`config.mk`:
```
export PLATFORM = sky130hd
export DESIGN_NAME = unidade_controle_genius_param
export DESIGN_NICKNAME = d
export VERILOG_FILES = /design/src/rtl/unidade_controle_genius_param.sv
export SDC_FILE = /design/constraint.sdc
export NUM_CORES = 1
export LEC_CHECK = 0
export CAP_MARGIN = 20
export CORE_ASPECT_RATIO = 0.6
export CORE_MARGIN = 1.5
export CORE_UTILIZATION = 60
export DETAILED_ROUTE_END_ITERATION = 8
export DONT_BUFFER_PORTS = 1
export HOLD_SLACK_MARGIN = 0.1
export PLACE_DENSITY = 0.82
export SLEW_MARGIN = 20
export SYNTH_ARGS = -nofsm -noshare
export SYNTH_HDL_FRONTEND = slang
export SYNTH_SLANG_ARGS = --single-unit
```
`constraint.sdc`:
```
create_clock -name clock -period 4.9 [get_ports clock]
set_input_delay 0.98 -clock clock [delete_from_list [all_inputs] [get_ports clock]]
set_output_delay 0.98 -clock clock [all_outputs]
set_load 0.02 [all_outputs]
```
`src/rtl/unidade_controle_genius_param.sv`:
```
// rtl/unidade_controle_genius_param.sv - memory-game control unit: replay, move check, append, lives and timeouts
module unidade_controle_genius_param #(
    parameter int ADDR_W      = 4,
    parameter int N_ROUNDS    = 16,
    parameter int TIMEOUT_CYC = 5000,
    parameter int SHOW_CYC    = 1000,
    parameter int LIVES       = 1
) (
    input  logic                         clock,
    input  logic                         reset,
    input  logic                         iniciar,
    input  logic                         modo,
    input  logic                         jogada,
    input  logic                         igual,
    output logic [ADDR_W-1:0]            endereco,
    output logic [ADDR_W-1:0]            rodada,
    output logic                         zeraR,
    output logic                         registraR,
    output logic                         we,
    output logic                         mostra_led,
    output logic [$clog2(LIVES+1)-1:0]   vidas,
    output logic                         acertou,
    output logic                         errou,
    output logic                         timeout,
    output logic                         pronto,
    output logic [4:0]                   db_estado
);

    localparam int MAX_CYC = (TIMEOUT_CYC > SHOW_CYC) ? TIMEOUT_CYC : SHOW_CYC;
    localparam int TW      = $clog2(MAX_CYC);
    localparam int VW      = $clog2(LIVES + 1);

    localparam logic [TW-1:0]     SHOW_FIM   = TW'(SHOW_CYC - 1);
    localparam logic [TW-1:0]     TEMPO_FIM  = TW'(TIMEOUT_CYC - 1);
    localparam logic [ADDR_W-1:0] RODADA_FIM = ADDR_W'(N_ROUNDS - 1);
    localparam logic [VW-1:0]     VIDAS_INI  = VW'(LIVES);
    localparam logic [VW-1:0]     VIDA_UMA   = VW'(1);

    typedef enum logic [4:0] {
        INICIAL       = 5'd0,
        PREPARA       = 5'd1,
        MOSTRA        = 5'd2,
        MOSTRA_PROX   = 5'd3,
        INICIA_RODADA = 5'd4,
        ESPERA        = 5'd5,
        REGISTRA      = 5'd6,
        COMPARA       = 5'd7,
        PROXIMO       = 5'd8,
        ULTIMA        = 5'd9,
        ESPERA_NOVA   = 5'd10,
        REGISTRA_NOVA = 5'd11,
        ESCREVE       = 5'd12,
        PROX_RODADA   = 5'd13,
        FALHA         = 5'd14,
        FIM_ACERTOU   = 5'd15,
        FIM_ERROU     = 5'd16,
        FIM_TIMEOUT   = 5'd17
    } estado_t;

    estado_t       estado, proximo;
    logic [TW-1:0] tempo;       // shared show/move timer; the two phases never overlap
    logic          modoReg;
    logic          causaTimeout;

    always_ff @(posedge clock or posedge reset) begin
        if (reset) begin
            estado       <= INICIAL;
            endereco     <= '0;
            rodada       <= '0;
            tempo        <= '0;
            vidas        <= '0;
            modoReg      <= 1'b0;
            causaTimeout <= 1'b0;
        end else begin
            estado <= proximo;
            case (estado)
                PREPARA: begin
                    endereco <= '0;
                    rodada   <= '0;
                    tempo    <= '0;
                    vidas    <= VIDAS_INI;
                    modoReg  <= modo;
                end
                MOSTRA: if (tempo != SHOW_FIM) tempo <= tempo + 1'b1;
                MOSTRA_PROX: if (endereco != rodada) begin
                    endereco <= endereco + 1'b1;
                    tempo    <= '0;
                end
                INICIA_RODADA: begin
                    endereco <= '0;
                    tempo    <= '0;
                end
                ESPERA, ESPERA_NOVA: begin
                    if (!jogada && tempo != TEMPO_FIM) tempo <= tempo + 1'b1;
                    if (!jogada && tempo == TEMPO_FIM) causaTimeout <= 1'b1;
                end
                COMPARA: if (!igual) causaTimeout <= 1'b0;
                PROXIMO: begin
                    endereco <= endereco + 1'b1;
                    tempo    <= '0;
                end
                ULTIMA: if (rodada != RODADA_FIM && modoReg) begin
                    endereco <= endereco + 1'b1;
                    tempo    <= '0;
                end
                PROX_RODADA: begin
                    rodada   <= rodada + 1'b1;
                    endereco <= '0;
                    tempo    <= '0;
                end
                FALHA: begin
                    vidas <= vidas - 1'b1;
                    if (vidas != VIDA_UMA) begin
                        endereco <= '0;
                        tempo    <= '0;
                    end
                end
                default: ;
            endcase
        end
    end

    always_comb begin
        proximo    = estado;
        zeraR      = 1'b0;
        registraR  = 1'b0;
        we         = 1'b0;
        mostra_led = 1'b0;
        acertou    = 1'b0;
        errou      = 1'b0;
        timeout    = 1'b0;
        pronto     = 1'b0;
        case (estado)
            INICIAL: begin
                zeraR = 1'b1;
                if (iniciar) proximo = PREPARA;
            end
            PREPARA: begin
                zeraR   = 1'b1;
                proximo = MOSTRA;
            end
            MOSTRA: begin
                mostra_led = 1'b1;
                if (tempo == SHOW_FIM) proximo = MOSTRA_PROX;
            end
            MOSTRA_PROX:   proximo = (endereco == rodada) ? INICIA_RODADA : MOSTRA;
            INICIA_RODADA: proximo = ESPERA;
            ESPERA: begin
                if (jogada)                  proximo = REGISTRA;
                else if (tempo == TEMPO_FIM) proximo = FALHA;
            end
            REGISTRA: begin
                registraR = 1'b1;
                proximo   = COMPARA;
            end
            COMPARA: begin
                if (!igual)                  proximo = FALHA;
                else if (endereco == rodada) proximo = ULTIMA;
                else                         proximo = PROXIMO;
            end
            PROXIMO: proximo = ESPERA;
            ULTIMA: begin
                if (rodada == RODADA_FIM) proximo = FIM_ACERTOU;
                else if (modoReg)         proximo = ESPERA_NOVA;
                else                      proximo = PROX_RODADA;
            end
            ESPERA_NOVA: begin
                if (jogada)                  proximo = REGISTRA_NOVA;
                else if (tempo == TEMPO_FIM) proximo = FALHA;
            end
            REGISTRA_NOVA: begin
                registraR = 1'b1;
                proximo   = ESCREVE;
            end
            ESCREVE: begin
                we      = 1'b1;
                proximo = PROX_RODADA;
            end
            PROX_RODADA: proximo = MOSTRA;
            FALHA: begin
                zeraR = 1'b1;
                if (vidas == VIDA_UMA) proximo = causaTimeout ? FIM_TIMEOUT : FIM_ERROU;
                else                   proximo = MOSTRA;
            end
            FIM_ACERTOU: begin
                pronto  = 1'b1;
                acertou = 1'b1;
                if (iniciar) proximo = PREPARA;
            end
            FIM_ERROU: begin
                pronto = 1'b1;
                errou  = 1'b1;
                if (iniciar) proximo = PREPARA;
            end
            FIM_TIMEOUT: begin
                pronto  = 1'b1;
                timeout = 1'b1;
                if (iniciar) proximo = PREPARA;
            end
            default: proximo = INICIAL;
        endcase
    end

    assign db_estado = estado;

endmodule
```
Word level (Yosys, flattened, before mapping)
Index checks and enable logic that the tools add are counted.
{"block": "word_totals", "reg_bits": 29, "inputBits": 6}
{"block": "op_classes", "mux": 36, "reduce_logical": 23, "eq_ne": 34, "n_addsub": 4}
{"operator": "13-bit one-hot mux with 6 select lines", "count": 1}
{"operator": "13-bit 2-to-1 mux", "count": 5}
{"operator": "5-bit one-hot mux with 13 select lines", "count": 1}
{"operator": "5-bit by 4-bit equality test with 1-bit output, second input constant", "count": 8}
{"operator": "5-bit 2-to-1 mux", "count": 6}
{"operator": "5-bit by 3-bit equality test with 1-bit output, second input constant", "count": 4}
{"operator": "4-bit one-hot mux with 5 select lines", "count": 1}
{"operator": "2-bit != test, second input constant", "count": 8}
{"operator": "13-bit by 1-bit adder with 13-bit output, second input constant", "count": 1}
{"operator": "13-bit by 10-bit equality test with 1-bit output, second input constant", "count": 1}
{"operator": "13-bit equality test, second input constant", "count": 1}
{"operator": "13-bit by 10-bit != test with 1-bit output, second input constant", "count": 1}
{"operator": "13-bit != test, second input constant", "count": 1}
{"operator": "1-bit 2-to-1 mux", "count": 12}
{"operator": "3-bit 2-to-1 mux", "count": 4}
{"operator": "4-bit 2-to-1 mux", "count": 3}
{"operator": "5-bit by 2-bit equality test with 1-bit output, second input constant", "count": 2}
{"operator": "5-bit equality test, second input constant", "count": 2}
{"operator": "3-bit OR reduction", "count": 3}
{"operator": "4-bit by 1-bit adder with 4-bit output, second input constant", "count": 2}
{"operator": "4-bit one-hot mux with 2 select lines", "count": 1}
{"operator": "2-bit OR reduction", "count": 4}
{"operator": "4-bit OR reduction", "count": 2}
{"operator": "6-bit AND reduction", "count": 1}
{"operator": "17 further kinds", "count": 22}

Logic depth before layout (Yosys ltp)
Gate-level depths: netlist of run 1.
{"block": "logic_depth", "ltp_word": 4, "mapped_depth": 9, "mapped_depth_nobuf": 7}

Worst setup path before layout of run 1
No wires, ideal clock.
{"block": "synth_path", "path_type": "register to output", "from": "register estado[3], in the netlist db_estado[3]", "to": "output port pronto", "t_arrival_ns": 1.734, "n_path_buf": 3, "path_stages_with_launch": 5, "slack_ns": 2.186, "cell_sequence": "dfrtp_1 > buf_6 > clkbuf_1 > buf_1 > o41ai_1"}
{"block": "synth_via", "elab_chain_cells": 3}
{"element": "start, declared", "line_no": "60", "source": "estado_t estado, proximo;"}
{"element": "start signal, assigned", "line_no": "75", "source": "estado <= proximo;"}
{"element": "5-bit equality test or 5-bit by 4-bit equality test with 1-bit output (tied branches)", "line_no": "133", "source": "case (estado)"}
{"element": "3-bit OR reduction (no source line) (*)"}
{"element": "1-bit 2-to-1 mux (*)", "line_no": "133"}
{"element": "end, declared", "line_no": "25", "source": "output logic pronto,"}
Every way passes the cells marked *; elsewhere a longest branch is shown, timed or not.

Final worst setup path of run 1
{"block": "layout_path", "from": "register estado[4], in the netlist db_estado[4]", "to": "output port pronto"}
Same word-level chain as after synthesis.

==> out/qor.yml, run 1 <==
run_status:
  outcome: "completed"
detailed_routing:
  drt_iter0_markers: 246
  drc_errors: 0
  ant_nets: 0
  viasPerCell: 6.755
  vias: 2013
  drt-wirelength-per-cell_um: 17.05
  routed_wl_um: 5081
  dr.pass1.iters: 5
setup_path:
  worst-path-stages: 2
  reg2reg_depth: 6
  reg2reg_slack_ps: 1900
  cp_top_family: "compound AO/OA/AOI/OAI gates"
  start_kind: "register"
  worstPathArrival_ps: 2280
  end_kind: "primary output"
  cpPeakStageDelay_ps: 930
  required_ps: 3920
  critPathBufInv: 1
  path_max_fanout: 20
  cp_slowest_cell: "o41ai_1"
  worstSetupPathType: "reg -> out"
  worstPathCellList: "inv_1 > o41ai_1"
clock_tree:
  cts_root_buffer: "clkbuf_8"
  cts_buffer_depth: 2
  clk_latency_ps: 280
  ctsResizeCount: 0
  clkTransAtPathRegs_ps: 60
  cts_buffers: 5
  cts_setup_buffers: 0
  cts_sinks: 29
  cts_tree: "built"
  holdBufCountCts: 0
  cts-htree-levels: 2
global_route:
  antenna_found_initial: 0
  grt_max_degree: 30
  grt_pass1_vias: 1747
  grt_usage_pct: 28.25
  grt_pass1_wl_um: 8473
  overflow: 0
placed_design:
  place_congestion: 0.9199
  dp_hpwl_um: 3588
  port_buffers: 0
  dp_slack_ps: 1921
die:
  die_w_um: 80.41
  io_pins: 28
  die_area_mm2: 0.003976
  coreArea_mm2: 0.003343
  initial_core_util_pct: 64.52
  die_y_um: 49.45
  rows: 16
hold_path:
  min_path_cells: 2
  min_path_type: "reg -> reg"
yosys:
  syn_inst: 255
  synth_top_family_by_area: "simple AND/OR/NAND/NOR gates"
  synth_compound_area_share_pct: 25.17
  synth-edff-count: 0
  ys.flop_type: "dfrtp_1"
  yosysMostFrequentCell: "dfrtp_1"
  synth_mux_area_share_pct: 0.9861
  yosys-top-cells-count: "dfrtp_1 (29), nand2_1 (21), a21oi_1 (20)"
  yosysTopAreaCell: "dfrtp_1"
  yosysSeqAreaShare_pct: 33.64
  yosys.area_share.simple_pct: 28.65
  synth_area_mm2: 0.002157
  syn_nets: 264
  syn_avg_cell_area_um2: 8.459
  async_reset_ff_share_pct: 100.0
  synth_top_area_share_pct: 33.64
  synth_adder_area_share_pct: 1.740
  yosysWarnings: 0
  yosys-top-cells-area: "dfrtp_1 (34%), a21oi_1 (4.6%), nand3_1 (4.2%)"
  ys_ff_latch: 29
  synth-xor-area-share_pct: 3.654
  synth_cell_types: 59
finish:
  drive_gt1_share_pct: 12.25
  final_nets: 261
  syn_to_final_growth_pct: 4.814
  final_util_pct: 67.63
  diodes: 0
timing:
  max_freq_mhz: 306.3
  post-route-min-period_ps: 3264
  hold_violations: 0
  finClkSkew_ps: 9.789
  rsz0062_at_grt: "no"
  holdWs_ps: 557.8
  setup_slack_ps: 1636
  period_share_pct: 66.62
  worstMarginPinSlew_ps: 949.5
  slew_headroom_pct: 35.87
  setup_tns_ps: 0
  maxSlewViolCount: 0
  finalSetupViolCount: 0
power:
  power_density_mw_per_mm2: 647.4
  irDropWorstVdd_v: 0.0004830
  power_leakage_nw: 0.9032
run:
  max_cap_violations: 0
-- tightest hold or removal path, cell delays in order (launching register included) --
cell     delay, ps
dfrtp_1        400
nand2_1         60
o21ai_0         70
-- placed cells by master (no fill, tap or decap), drive strengths merged, types with 8 or more instances in the layout --
cell type	Yosys	final
a21oi	25	25
dfrtp	29	29
inv	12	12
nand2	21	21
nand3	19	19
nor2	14	14
nor3	8	8
o21ai	20	20
o31ai	9	9
or4	8	8
-- per-stage QoR --
step | instances | instance area, µm² | total power [mW]
2_1_floorplan | 255 | 2157 | 1.115
3_3_place_gp | 290 | 2160 | 1.224
3_5_place_dp | 290 | 2160 | 1.232
4_1_cts | 298 | 2261 | 1.456
5_1_grt | 298 | 2261 | 1.588
6_report | 298 | 2261 | 1.464
-- layout make-up --
class / count / area (µm²)
Fill cell: 276 / 1082
Clock buffer: 7 / 96.34
Multi-Input combinational cell: 199 / 1299
Timing Repair Buffer: 4 / 30.03
Clock inverter: 1 / 5.005
Inverter: 13 / 48.80
Tap cell: 45 / 56.30
Sequential cell: 29 / 725.7
-- final timing paths --
path,from,to
hold reg to reg,tempo[1]$_DFFE_PP0P_,tempo[1]$_DFFE_PP0P_
setup / recovery,db_estado[4]$_DFFE_PP0P_,pronto
min in group asynchronous,reset,db_estado[3]$_DFFE_PP0P_
hold / removal,tempo[1]$_DFFE_PP0P_,tempo[1]$_DFFE_PP0P_
setup reg to reg,db_estado[2]$_DFFE_PP0P_,endereco[1]$_DFFE_PP0P_
max in group asynchronous,reset,rodada[1]$_DFFE_PP0P_
-- per-layer routing --
metal  vias up  track usage [%]  part of all wire, %
met5         -                0                    0
li1        948                -                    -
met1       939            41.76                   46
met4         0            6.897                 0.79
met2       118            37.11                   41
met3         8            12.71                   12
-- registers in the layout, summed over array words and instances, names as in the netlist --
| signal | cells |
|---|---|
| tempo | 13 |
| db_estado | 5 |
| endereco | 4 |
| rodada | 4 |
| causaTimeout | 1 |
| modoReg | 1 |
| vidas | 1 |
-- kinds of logic (layout without fill, tap and decap cells) --
family          count (synthesis)  in the layout
xor+xnor                        9              9
flops                          29             29
mux                             2              2
buf+inv                        27             25
fa+ha+maj                       3              3
simple gates                  105            105
compound gates                 80             80
-- power by group --
group | internal (mW) | leakage (nW) | switching (mW)
Sequential | 0.298 | 0.380 | 0.202
Clock | 0.127 | 0.0542 | 0.0917
Combinational | 0.277 | 0.469 | 0.469
Total | 0.701 | 0.903 | 0.762
Power figures use the tool's default switching activity.
==> inputs of run 2 (changes only) <==
- clock period: 4.9 -> 3.2 ns (I/O delays scaled with it)
==> out/qor.yml, run 2 (synthesis gave the netlist of run 1 again) <==
detailed_routing:
  viasPerCell: 6.604
  vias: 2034
  routed_wl_um: 5518
  drt_iter0_markers: 204
  drt-wirelength-per-cell_um: 17.92
  route.met2.wl_um: 2269
  drc_errors: 0
  dr_wl_met3_um: 595
  top_layer_used: "met4"
  dr.pass1.iters: 6
  wl_met1_um: 2571
  ant_nets: 0
clock_tree:
  ctsResizeCount: 0
  clk_latency_ps: 290
  clkTransAtPathRegs_ps: 70
  cts_tree: "built"
  cts_root_buffer: "clkbuf_8"
  cts-htree-levels: 2
  cts_sinks: 29
  cts_buffer_depth: 2
  cts_setup_buffers: 0
  holdBufCountCts: 0
  cts_buffers: 5
finish:
  mostFrequentLayoutCells: "dfrtp_1 (29), nand2_1 (21), a21oi_1 (20)"
  final_area_mm2: 0.002355
  syn_to_final_growth_pct: 9.165
  final_util_pct: 70.43
  max_flop_register: "tempo"
  diodes: 0
  largest_register_ffs: 13
  drive_gt1_share_pct: 15.59
  final_nets: 271
  layout_commonest_cell: "dfrtp_1"
setup_path:
  reg2reg_slack_ps: 450
  r2r_end: "tempo[11]$_DFFE_PP0P_"
  cp_slowest_cell: "dfrtp_1"
  start_kind: "register"
  r2r-start: "db_estado[3]$_DFFE_PP0P_"
  cpPeakStageDelay_ps: 630
  endpoint: "tempo[11]$_DFFE_PP0P_"
  required_ps: 3410
  end_kind: "register"
  worstSetupPathType: "reg -> reg"
  reg2reg_depth: 7
  path_max_fanout: 24
  worstPathCellList: "nand3b_1 > a2111oi_1 > buf_4 > a211oi_4 > nand3_4 > or4_1 > a21oi_1"
  worstPathArrival_ps: 2970
  startpoint: "db_estado[3]$_DFFE_PP0P_"
hold_path:
  min_path_type: "in -> async"
run_status:
  outcome: "completed"
timing:
  rsz0062_at_grt: "no"
  finalSetupViolCount: 0
  slew_headroom_pct: 54.28
  maxSlewViolCount: 0
  worstMarginPinSlew_ps: 685.8
  finClkSkew_ps: 5.562
  post-route-min-period_ps: 2755
  period_share_pct: 86.08
  setup_tns_ps: 0
  hold_violations: 0
  max_freq_mhz: 363.0
power:
  power_density_mw_per_mm2: 1032
  irDropWorstVdd_v: 0.0005962
  power_leakage_nw: 0.9566
placed_design:
  port_buffers: 0
  postPlaceCellArea_mm2: 0.002235
  place_congestion: 0.9479
  dp_hpwl_um: 3898
die:
  rows: 16
  initial_core_util_pct: 64.52
  die_y_um: 49.45
  io_pins: 28
  die_area_mm2: 0.003976
  die_w_um: 80.41
  coreArea_mm2: 0.003343
global_route:
  overflow: 0
  antenna_found_initial: 0
  grt_pass1_vias: 1875
  grt_usage_pct: 31.38
  grt_max_degree: 30
  grt_pass1_wl_um: 9335
run:
  max_cap_violations: 0
-- run 2: changes by cell type in the layout (fill, tap and decap cells not counted), sizes merged --
cell,delta
buf,+10
clkinvlp,+1
clkinv,-1
bufinv,+1
clkbuf,-1
-- run 2: layout make-up --
class                   count  area (µm²)
repair buffers             14       105.1
clock inverters             2       37.54
flip-flops and latches     29       725.7
fillers                   270       988.4
multi-input cells         199        1299
clock buffers               6       82.58
well taps                  45       56.30
inverters                  13       48.80
-- run 2: worst min-delay path by stage --
stage                          endpoint            startpoint  slack, ps  cells past startpoint
2_1_floorplan      tempo[1]$_DFFE_PP0P_  tempo[1]$_DFFE_PP0P_        490                      2
3_3_place_gp       tempo[1]$_DFFE_PP0P_  tempo[1]$_DFFE_PP0P_        520                      2
3_5_place_dp       tempo[1]$_DFFE_PP0P_  tempo[1]$_DFFE_PP0P_        530                      2
4_1_cts            tempo[9]$_DFFE_PP0P_                 reset        330                      2
5_1_grt        db_estado[2]$_DFFE_PP0P_                 reset        350                      2
6_report       db_estado[2]$_DFFE_PP0P_                 reset        310                      2
-- run 2: stage by stage --
step           worst slack (ps)  hold WS, ps  total power, mW  cells
6_report                  445.4        312.6            2.430    308
5_1_grt                   294.6        346.6            2.609    308
4_1_cts                   500.4        327.6            2.414    308
3_5_place_dp              544.1        527.4            1.995    300
3_3_place_gp              586.6        516.1            1.964    300
2_1_floorplan             581.3        492.9            1.708    255
-- run 2: power breakdown --
part           leakage [nW]  internal, mW  switching (mW)
registers             0.380         0.458           0.252
logic                 0.519         0.498           0.816
clock network        0.0574         0.253           0.152
total                 0.957          1.21            1.22
-- run 2: layer usage --
metal / vias to the layer above / global-route usage [%]
met5: - / 0
met1: 950 / 47.56
met3: 14 / 10.28
met4: 0 / 8.621
met2: 99 / 42.30
li1: 971 / -
-- run 2: worst max-delay path: cells and delay by family (launching register included) --
| family | cells | cell delay [ps] |
|---|---|---|
| buffers and inverters | 1 | 180 |
| AOI/OAI and AO/OA | 3 | 650 |
| DFF | 1 | 630 |
| and+or+nand+nor | 3 | 1220 |
==> inputs of run 3 (changes only) <==
- GPL_TIMING_DRIVEN: default -> 1
==> results of run 3 <==
No change in the layout: final DEF, timing and power equal those of run 2.
